==> src/rtl/softmax_requant_sink.sv <==
// Softmax output sink: requantises Q16.16 probability tiles to unsigned Q0.OUT_WIDTH,
// tags the last tile of each row and buffers tiles for the attention*V stage.
module softmax_requant_sink #(
    parameter int unsigned WIDTH          = 32,
    parameter int unsigned FRAC_WIDTH     = 16,
    parameter int unsigned OUT_WIDTH      = 16,
    parameter int unsigned TILE_SIZE      = 8,
    parameter int unsigned TOTAL_ELEMENTS = 64,
    parameter int unsigned FIFO_DEPTH     = 4
) (
    input  logic                           clk,
    input  logic                           rst,
    input  logic                           en,
    input  logic [TILE_SIZE*WIDTH-1:0]     Y_tile_in,
    input  logic                           tile_in_valid,
    input  logic                           row_done_in,
    output logic [TILE_SIZE*OUT_WIDTH-1:0] P_tile_out,
    output logic                           tile_out_valid,
    input  logic                           tile_out_ready,
    output logic                           tile_out_last,
    output logic                           overflow_err,
    output logic                           count_err,
    output logic                           busy
);

    localparam int unsigned NT     = TOTAL_ELEMENTS / TILE_SIZE;
    localparam int unsigned TC_W   = (NT > 1) ? $clog2(NT) : 1;
    localparam int unsigned PTR_W  = $clog2(FIFO_DEPTH);
    localparam int unsigned CNT_W  = PTR_W + 1;
    localparam int unsigned OW     = TILE_SIZE * OUT_WIDTH;
    localparam int unsigned SH     = FRAC_WIDTH - OUT_WIDTH;
    localparam int unsigned SH_M1  = (SH > 0) ? SH - 1 : 0;
    localparam logic [WIDTH:0] RND = (SH > 0) ? ((WIDTH+1)'(1) << SH_M1) : '0;

    typedef enum logic [1:0] {S_IDLE, S_ROW, S_DRAIN} state_e;

    // Round half up, clamp negatives to zero and saturate values >= 1.0.
    function automatic logic [OUT_WIDTH-1:0] conv_elem(input logic [WIDTH-1:0] x);
        logic [WIDTH:0]         sum;
        logic [WIDTH:0]         r;
        logic [OUT_WIDTH-1:0]   res;
        sum = {1'b0, x} + RND;
        r   = sum >> SH;
        res = r[OUT_WIDTH-1:0];
        if (x[WIDTH-1]) begin
            res = '0;
        end else if ((r >> OUT_WIDTH) != '0) begin
            res = '1;
        end
        return res;
    endfunction

    state_e                 state_q, state_d;
    logic [TC_W-1:0]        tc_q, tc_d, tc_upd;
    logic                   stage_valid_q, stage_valid_d;
    logic [OW-1:0]          stage_data_q, stage_data_d;
    logic                   stage_last_q, stage_last_d;
    logic [OW:0]            mem_q [FIFO_DEPTH];
    logic [PTR_W-1:0]       rd_ptr_q, rd_ptr_d, wr_ptr_q, wr_ptr_d;
    logic [CNT_W-1:0]       count_q, count_d, count_after_pop;
    logic                   out_valid_q, out_valid_d;
    logic [OW-1:0]          out_data_q, out_data_d;
    logic                   out_last_q, out_last_d;
    logic                   ovf_q, ovf_d, cerr_q, cerr_d;
    logic [OW-1:0]          conv_tile;
    logic                   tile_acc, row_done, in_last, pop, can_move, push;
    logic                   stage_free, capture, drop, cnt_evt;

    // Convert every element of the incoming tile in parallel.
    always_comb begin
        conv_tile = '0;
        for (int i = 0; i < int'(TILE_SIZE); i++) begin
            conv_tile[i*OUT_WIDTH +: OUT_WIDTH] = conv_elem(Y_tile_in[i*WIDTH +: WIDTH]);
        end
    end

    // Datapath next-state: stage register, FIFO pointers, output head, counters, flags.
    always_comb begin
        tile_acc   = en && tile_in_valid;
        row_done   = en && row_done_in;
        in_last    = (tc_q == TC_W'(NT - 1));
        pop        = out_valid_q && tile_out_ready;
        can_move   = (count_q != CNT_W'(FIFO_DEPTH)) || pop;
        push       = stage_valid_q && can_move;
        stage_free = !stage_valid_q || can_move;
        capture    = tile_acc && stage_free;
        drop       = tile_acc && !stage_free;

        stage_valid_d = stage_valid_q;
        stage_data_d  = stage_data_q;
        stage_last_d  = stage_last_q;
        if (push) begin
            stage_valid_d = 1'b0;
        end
        if (capture) begin
            stage_valid_d = 1'b1;
            stage_data_d  = conv_tile;
            stage_last_d  = in_last;
        end

        rd_ptr_d        = rd_ptr_q + PTR_W'(pop);
        wr_ptr_d        = wr_ptr_q + PTR_W'(push);
        count_after_pop = count_q - CNT_W'(pop);
        count_d         = count_after_pop + CNT_W'(push);

        out_valid_d = (count_d != '0);
        out_data_d  = out_data_q;
        out_last_d  = out_last_q;
        if (push && (count_after_pop == '0)) begin
            out_data_d = stage_data_q;
            out_last_d = stage_last_q;
        end else if (count_after_pop != '0) begin
            out_data_d = mem_q[rd_ptr_d][OW-1:0];
            out_last_d = mem_q[rd_ptr_d][OW];
        end

        tc_upd = tc_q;
        if (tile_acc) begin
            tc_upd = in_last ? '0 : tc_q + TC_W'(1);
        end
        cnt_evt = row_done && (tc_upd != '0);
        tc_d    = cnt_evt ? '0 : tc_upd;

        ovf_d  = ovf_q || drop;
        cerr_d = cerr_q || cnt_evt;
    end

    // Row-tracking FSM next state.
    always_comb begin
        state_d = state_q;
        case (state_q)
            S_IDLE, S_ROW: begin
                if (tile_acc) begin
                    state_d = in_last ? S_DRAIN : S_ROW;
                end
            end
            S_DRAIN: begin
                if (tile_acc) begin
                    state_d = in_last ? S_DRAIN : S_ROW;
                end else if (!stage_valid_q && (count_q == '0)) begin
                    state_d = S_IDLE;
                end
            end
            default: state_d = S_IDLE;
        endcase
        if (cnt_evt) begin
            state_d = (!stage_valid_d && (count_d == '0)) ? S_IDLE : S_DRAIN;
        end
    end

    // State and control registers with synchronous reset.
    always_ff @(posedge clk) begin
        if (rst) begin
            state_q       <= S_IDLE;
            tc_q          <= '0;
            stage_valid_q <= 1'b0;
            stage_data_q  <= '0;
            stage_last_q  <= 1'b0;
            rd_ptr_q      <= '0;
            wr_ptr_q      <= '0;
            count_q       <= '0;
            out_valid_q   <= 1'b0;
            out_data_q    <= '0;
            out_last_q    <= 1'b0;
            ovf_q         <= 1'b0;
            cerr_q        <= 1'b0;
        end else begin
            state_q       <= state_d;
            tc_q          <= tc_d;
            stage_valid_q <= stage_valid_d;
            stage_data_q  <= stage_data_d;
            stage_last_q  <= stage_last_d;
            rd_ptr_q      <= rd_ptr_d;
            wr_ptr_q      <= wr_ptr_d;
            count_q       <= count_d;
            out_valid_q   <= out_valid_d;
            out_data_q    <= out_data_d;
            out_last_q    <= out_last_d;
            ovf_q         <= ovf_d;
            cerr_q        <= cerr_d;
        end
    end

    // FIFO storage; contents are don't-care while the pointers say empty.
    always_ff @(posedge clk) begin
        if (push) begin
            mem_q[wr_ptr_q] <= {stage_last_q, stage_data_q};
        end
    end

    assign P_tile_out     = out_data_q;
    assign tile_out_valid = out_valid_q;
    assign tile_out_last  = out_last_q;
    assign overflow_err   = ovf_q;
    assign count_err      = cerr_q;
    assign busy           = (state_q != S_IDLE);

endmodule

==> config.mk <==
export PLATFORM = sky130hd
export DESIGN_NAME = softmax_requant_sink
export DESIGN_NICKNAME = d
export VERILOG_FILES = /design/src/rtl/softmax_requant_sink.sv
export SDC_FILE = /design/constraint.sdc
export NUM_CORES = 1
export LEC_CHECK = 0
export ABC_CLOCK_PERIOD_IN_PS = 23500
export BUFFER_PORTS_ARGS = -buffer_cell sky130_fd_sc_hd__buf_2
export CAP_MARGIN = 20
export CORE_ASPECT_RATIO = 0.7
export CORE_MARGIN = 2
export CORE_UTILIZATION = 35
export CTS_BUF_LIST = sky130_fd_sc_hd__clkbuf_8 sky130_fd_sc_hd__clkbuf_16
export DETAILED_ROUTE_END_ITERATION = 8
export PLACE_DENSITY = 0.63
export SETUP_SLACK_MARGIN = 0.05
export SKIP_LAST_GASP = 1
export SYNTH_ARGS = -nofsm -noshare
export SYNTH_HDL_FRONTEND = slang
export SYNTH_SLANG_ARGS = --single-unit
export TNS_END_PERCENT = 1
==> constraint.sdc <==
create_clock -name clk -period 23.5 [get_ports clk]
set_clock_uncertainty 0.15 [all_clocks]
set_input_delay 1.175 -clock clk [delete_from_list [all_inputs] [get_ports clk]]
set_output_delay 1.175 -clock clk [all_outputs]
set_load 0.005 [all_outputs]
==> run summary <==
Status - completed
Ys Warns - 0
Final setup viols - 0
Die Y - 248 um
Leak pwr - 12.1 nW
First-pass GRT wire length - 108 mm
CP Cell Sequence - buf_2, nand2_1, inv_1, ha_1, xor2_4, buf_12, buf_4, buf_16, mux2i_1, o22a_1, o21ai_1
RSZ-0062 raised after global routing - false
H-tree depth - 3
Worst VDD drop - 0.0508 mV
Largest net degree at the start of global routing - 133
Initial Util - 35.3%
Final ANT Viol Nets - 0
Setup TNS - 0 ns
CP endpoint kind - register
GPL Wtd Cong - 0.764
Num CTS Buffers - 78
Critical Path RT - 23.83 ns
Reg2Reg Depth - 10
Via density - 5.06
Multi-input logic area - 8140 um2
Die W - 352 um
Vias in the first global route - 17900
Fin crit share - 18.7%
TritonCTS clock tree - built
Clock period minus worst slack - 4.38 ns
Drt pass-1 iters - 5
Syn_nets - 2216
Synth Cell Area - 29700 um2
Row count - 89
Critical Path AT - 4.71 ns
CP Class - input port to register
Worst hold-check path type - register to register
Fill cells - 7714
CTS Hold Buffers Added - 0
Hold Path Sink - overflow_err$_SDFF_PP0_
Post-CTS Resized - 0
DR WL/cell - 20.4 um
Initial DRC Count - 1123
Deepest clock path buffer count - 3
Critical path startpoint category - input port
Layout area overhead - 19.2%
Commonest non-fill, non-tap cell in the layout - edfxtp_1
Hold depth - 2
DP HPWL - 40.3 mm
Core Util, Final - 42.1%
R2r setup slk - 19.47 ns
CORE AREA - 84200 um2
I/O pin cnt - 395
Root Driver - clkbuf_16
Worst slew margin - 21.8%
CP max-delay cell - xor2_4
Drc violations - 0
Share of layout cells above drive strength 1 - 23.2%
Buffers on Ports - 394
Worst Tran Pin Value - 1.17 ns
Total power divided by cell area - 98.3 nW/um2
Post-synth cell types - 41
# Max-Cap Violations - 0
Syn Inst Count - 1946
Commonest non-fill, non-tap cells in the layout - edfxtp_1 (516), buf_2 (394), mux2i_1 (391)
Drt total wl - 72.0 mm
Sequential area share after synthesis - 70.5%
Clock Pin Slew Worst Setup and Hold Paths - 0.07 ns
Final net count - 2588
Postcts setup bufs - 0
Highest clock rate - 228 MHz
Hold Path Origin - overflow_err$_SDFF_PP0_
Yosys reg bits - 790
Worst R2R End - P_tile_out[99]$_SDFFE_PP0P_
Tot GR Track Use - 16.0%
CP max stage delay - 0.79 ns
Clock Latency Late Sink - 0.63 ns
Sequential Area - 21000 um2
Die footprint - 87400 um2
R2R Path Start - tile_out_valid$_SDFF_PP0_
Syn avg cell area - 15.3 um2
Total gr overflow - 0
Initial antenna violation count - 4
Crit Path Max Fanout - 132
Final-report hold violation count - 0
Via Count - 17900
Clk sinks - 790
Final Max Slew Viols - 0
## Yosys cell counts
library cell  count  area [um2]
nand2_1           8        30.0
a311o_1           2        20.0
a2bb2oi_1         1        8.76
o21bai_1          1        7.51
o21ba_2           1        10.0
nand3_1           1        5.00
a21oi_1           4        20.0
buf_4             1        7.51
a31oi_1           2        12.5
clkbuf_1         38         143
xor2_1            1        8.76
or2_2             1        6.26
a21o_1            1        7.51
a41o_1            1        10.0
ha_1              8         100
nor2b_1           5        31.3
and2_1            1        6.26
nor2_1          138         518
xnor2_1           2        17.5
buf_1             2        7.51
o21ai_1         129         646
nor3_1            3        15.0
o21ai_0           3        15.0
nand4b_1          2        17.5
nand4_1           8        50.1
dfxtp_1         274        5490
a211oi_1          1        7.51
inv_1             8        30.0
edfxtp_1        516       15500
xnor3_1           1        22.5
o22a_1          129        1130
a31o_2            1        8.76
o2bb2ai_1       128        1120
or4_1             1        7.51
buf_2            74         370
or3_1             8        50.1
nor4_1           34         213
buf_6            12         135
mux2i_1         391        3910
a2111oi_0         2        17.5
and3_1            2        12.5
## area by class of cell
type / count / share of cell area (%)
Clock inverter: 51 / 1.16
Tap cell: 1137 / 4.01
Sequential cell: 790 / 59.2
Clock buffer: 95 / 6.32
Inverter: 8 / 0.0847
Multi-Input combinational cell: 1021 / 22.9
Timing Repair Buffer: 419 / 6.27
Antenna cell: 5 / 0.0353
## critical path: cells and delay by family
kind	cells	cell delay, ns
AOI/OAI and AO/OA	2	0.23
xor gates and xnor gates	1	0.79
muxes	1	0.25
buffers and inverters	5	1.60
adders and majority gates	1	0.25
and+or+nand+nor	1	0.16
## where the power goes
| part | total (W) | switching, W | leakage [nW] | internal, W |
|---|---|---|---|---|
| Combinational | 0.000577 | 0.000336 | 3.83 | 0.000241 |
| Clock | 0.00126 | 0.000531 | 1.38 | 0.000728 |
| Sequential | 0.00165 | 0.0000677 | 6.93 | 0.00158 |
## registers in the layout, summed over array words and instances, names as in the netlist, 2 cells and up
register / flops
mem_q: 516
P_tile_out: 128
stage_data_q: 128
count_q: 3
tc_q: 3
rd_ptr_q: 2
state_q: 2
wr_ptr_q: 2
## metrics by stage
step	worst slack, ns	cell area (um2)	hold WS (ns)	power [W]	instances
6_report	19.12	35500	0.349	0.00349	3526
5_1_grt	18.82	35500	0.380	0.00364	3524
3_5_place_dp	18.03	32800	0.340	0.00227	3373
4_1_cts	18.72	35400	0.356	0.00353	3519
2_1_floorplan	8.82	29700	0.311	0.00203	1946
3_3_place_gp	18.17	32800	0.314	0.00225	3373
## worst max path at each step
stage | from | end | slack (ns)
finish | tile_out_ready | P_tile_out[99]$_SDFFE_PP0P_ | 19.12
global route | tile_out_ready | P_tile_out[99]$_SDFFE_PP0P_ | 18.82
CTS | tile_out_ready | P_tile_out[107]$_SDFFE_PP0P_ | 18.72
detailed placement | tile_out_ready | P_tile_out[118]$_SDFFE_PP0P_ | 18.03
global placement | tile_out_ready | P_tile_out[104]$_SDFFE_PP0P_ | 18.17
floorplan | tile_out_ready | mem_q[0][0]$_DFFE_PP_ | 8.82
## layer usage
metal | global-route usage, % | part of all wire (%) | vias to the layer above
met1 | 20.9 | 44 | 9021
li1 | - | - | 8324
met3 | 3.27 | 5.1 | 95
met4 | 4.12 | 1.8 | 2
met5 | 0 | 0.018 | -
met2 | 27.2 | 49 | 414
## cell families (layout without fill, tap and decap cells)
group | after synthesis | after routing | synth area share, %
AND/OR/NAND/NOR | 212 | 212 | 3.24
other | 0 | 5 | 0
AO/OA/AOI/OAI | 406 | 406 | 10.2
adder cells (fa/ha/maj) | 8 | 8 | 0.337
buffers and inverters | 135 | 573 | 2.33
flip-flops | 790 | 790 | 70.5
XOR/XNOR | 4 | 4 | 0.164
multiplexers | 391 | 391 | 13.2
Power figures use the tool's default switching activity.
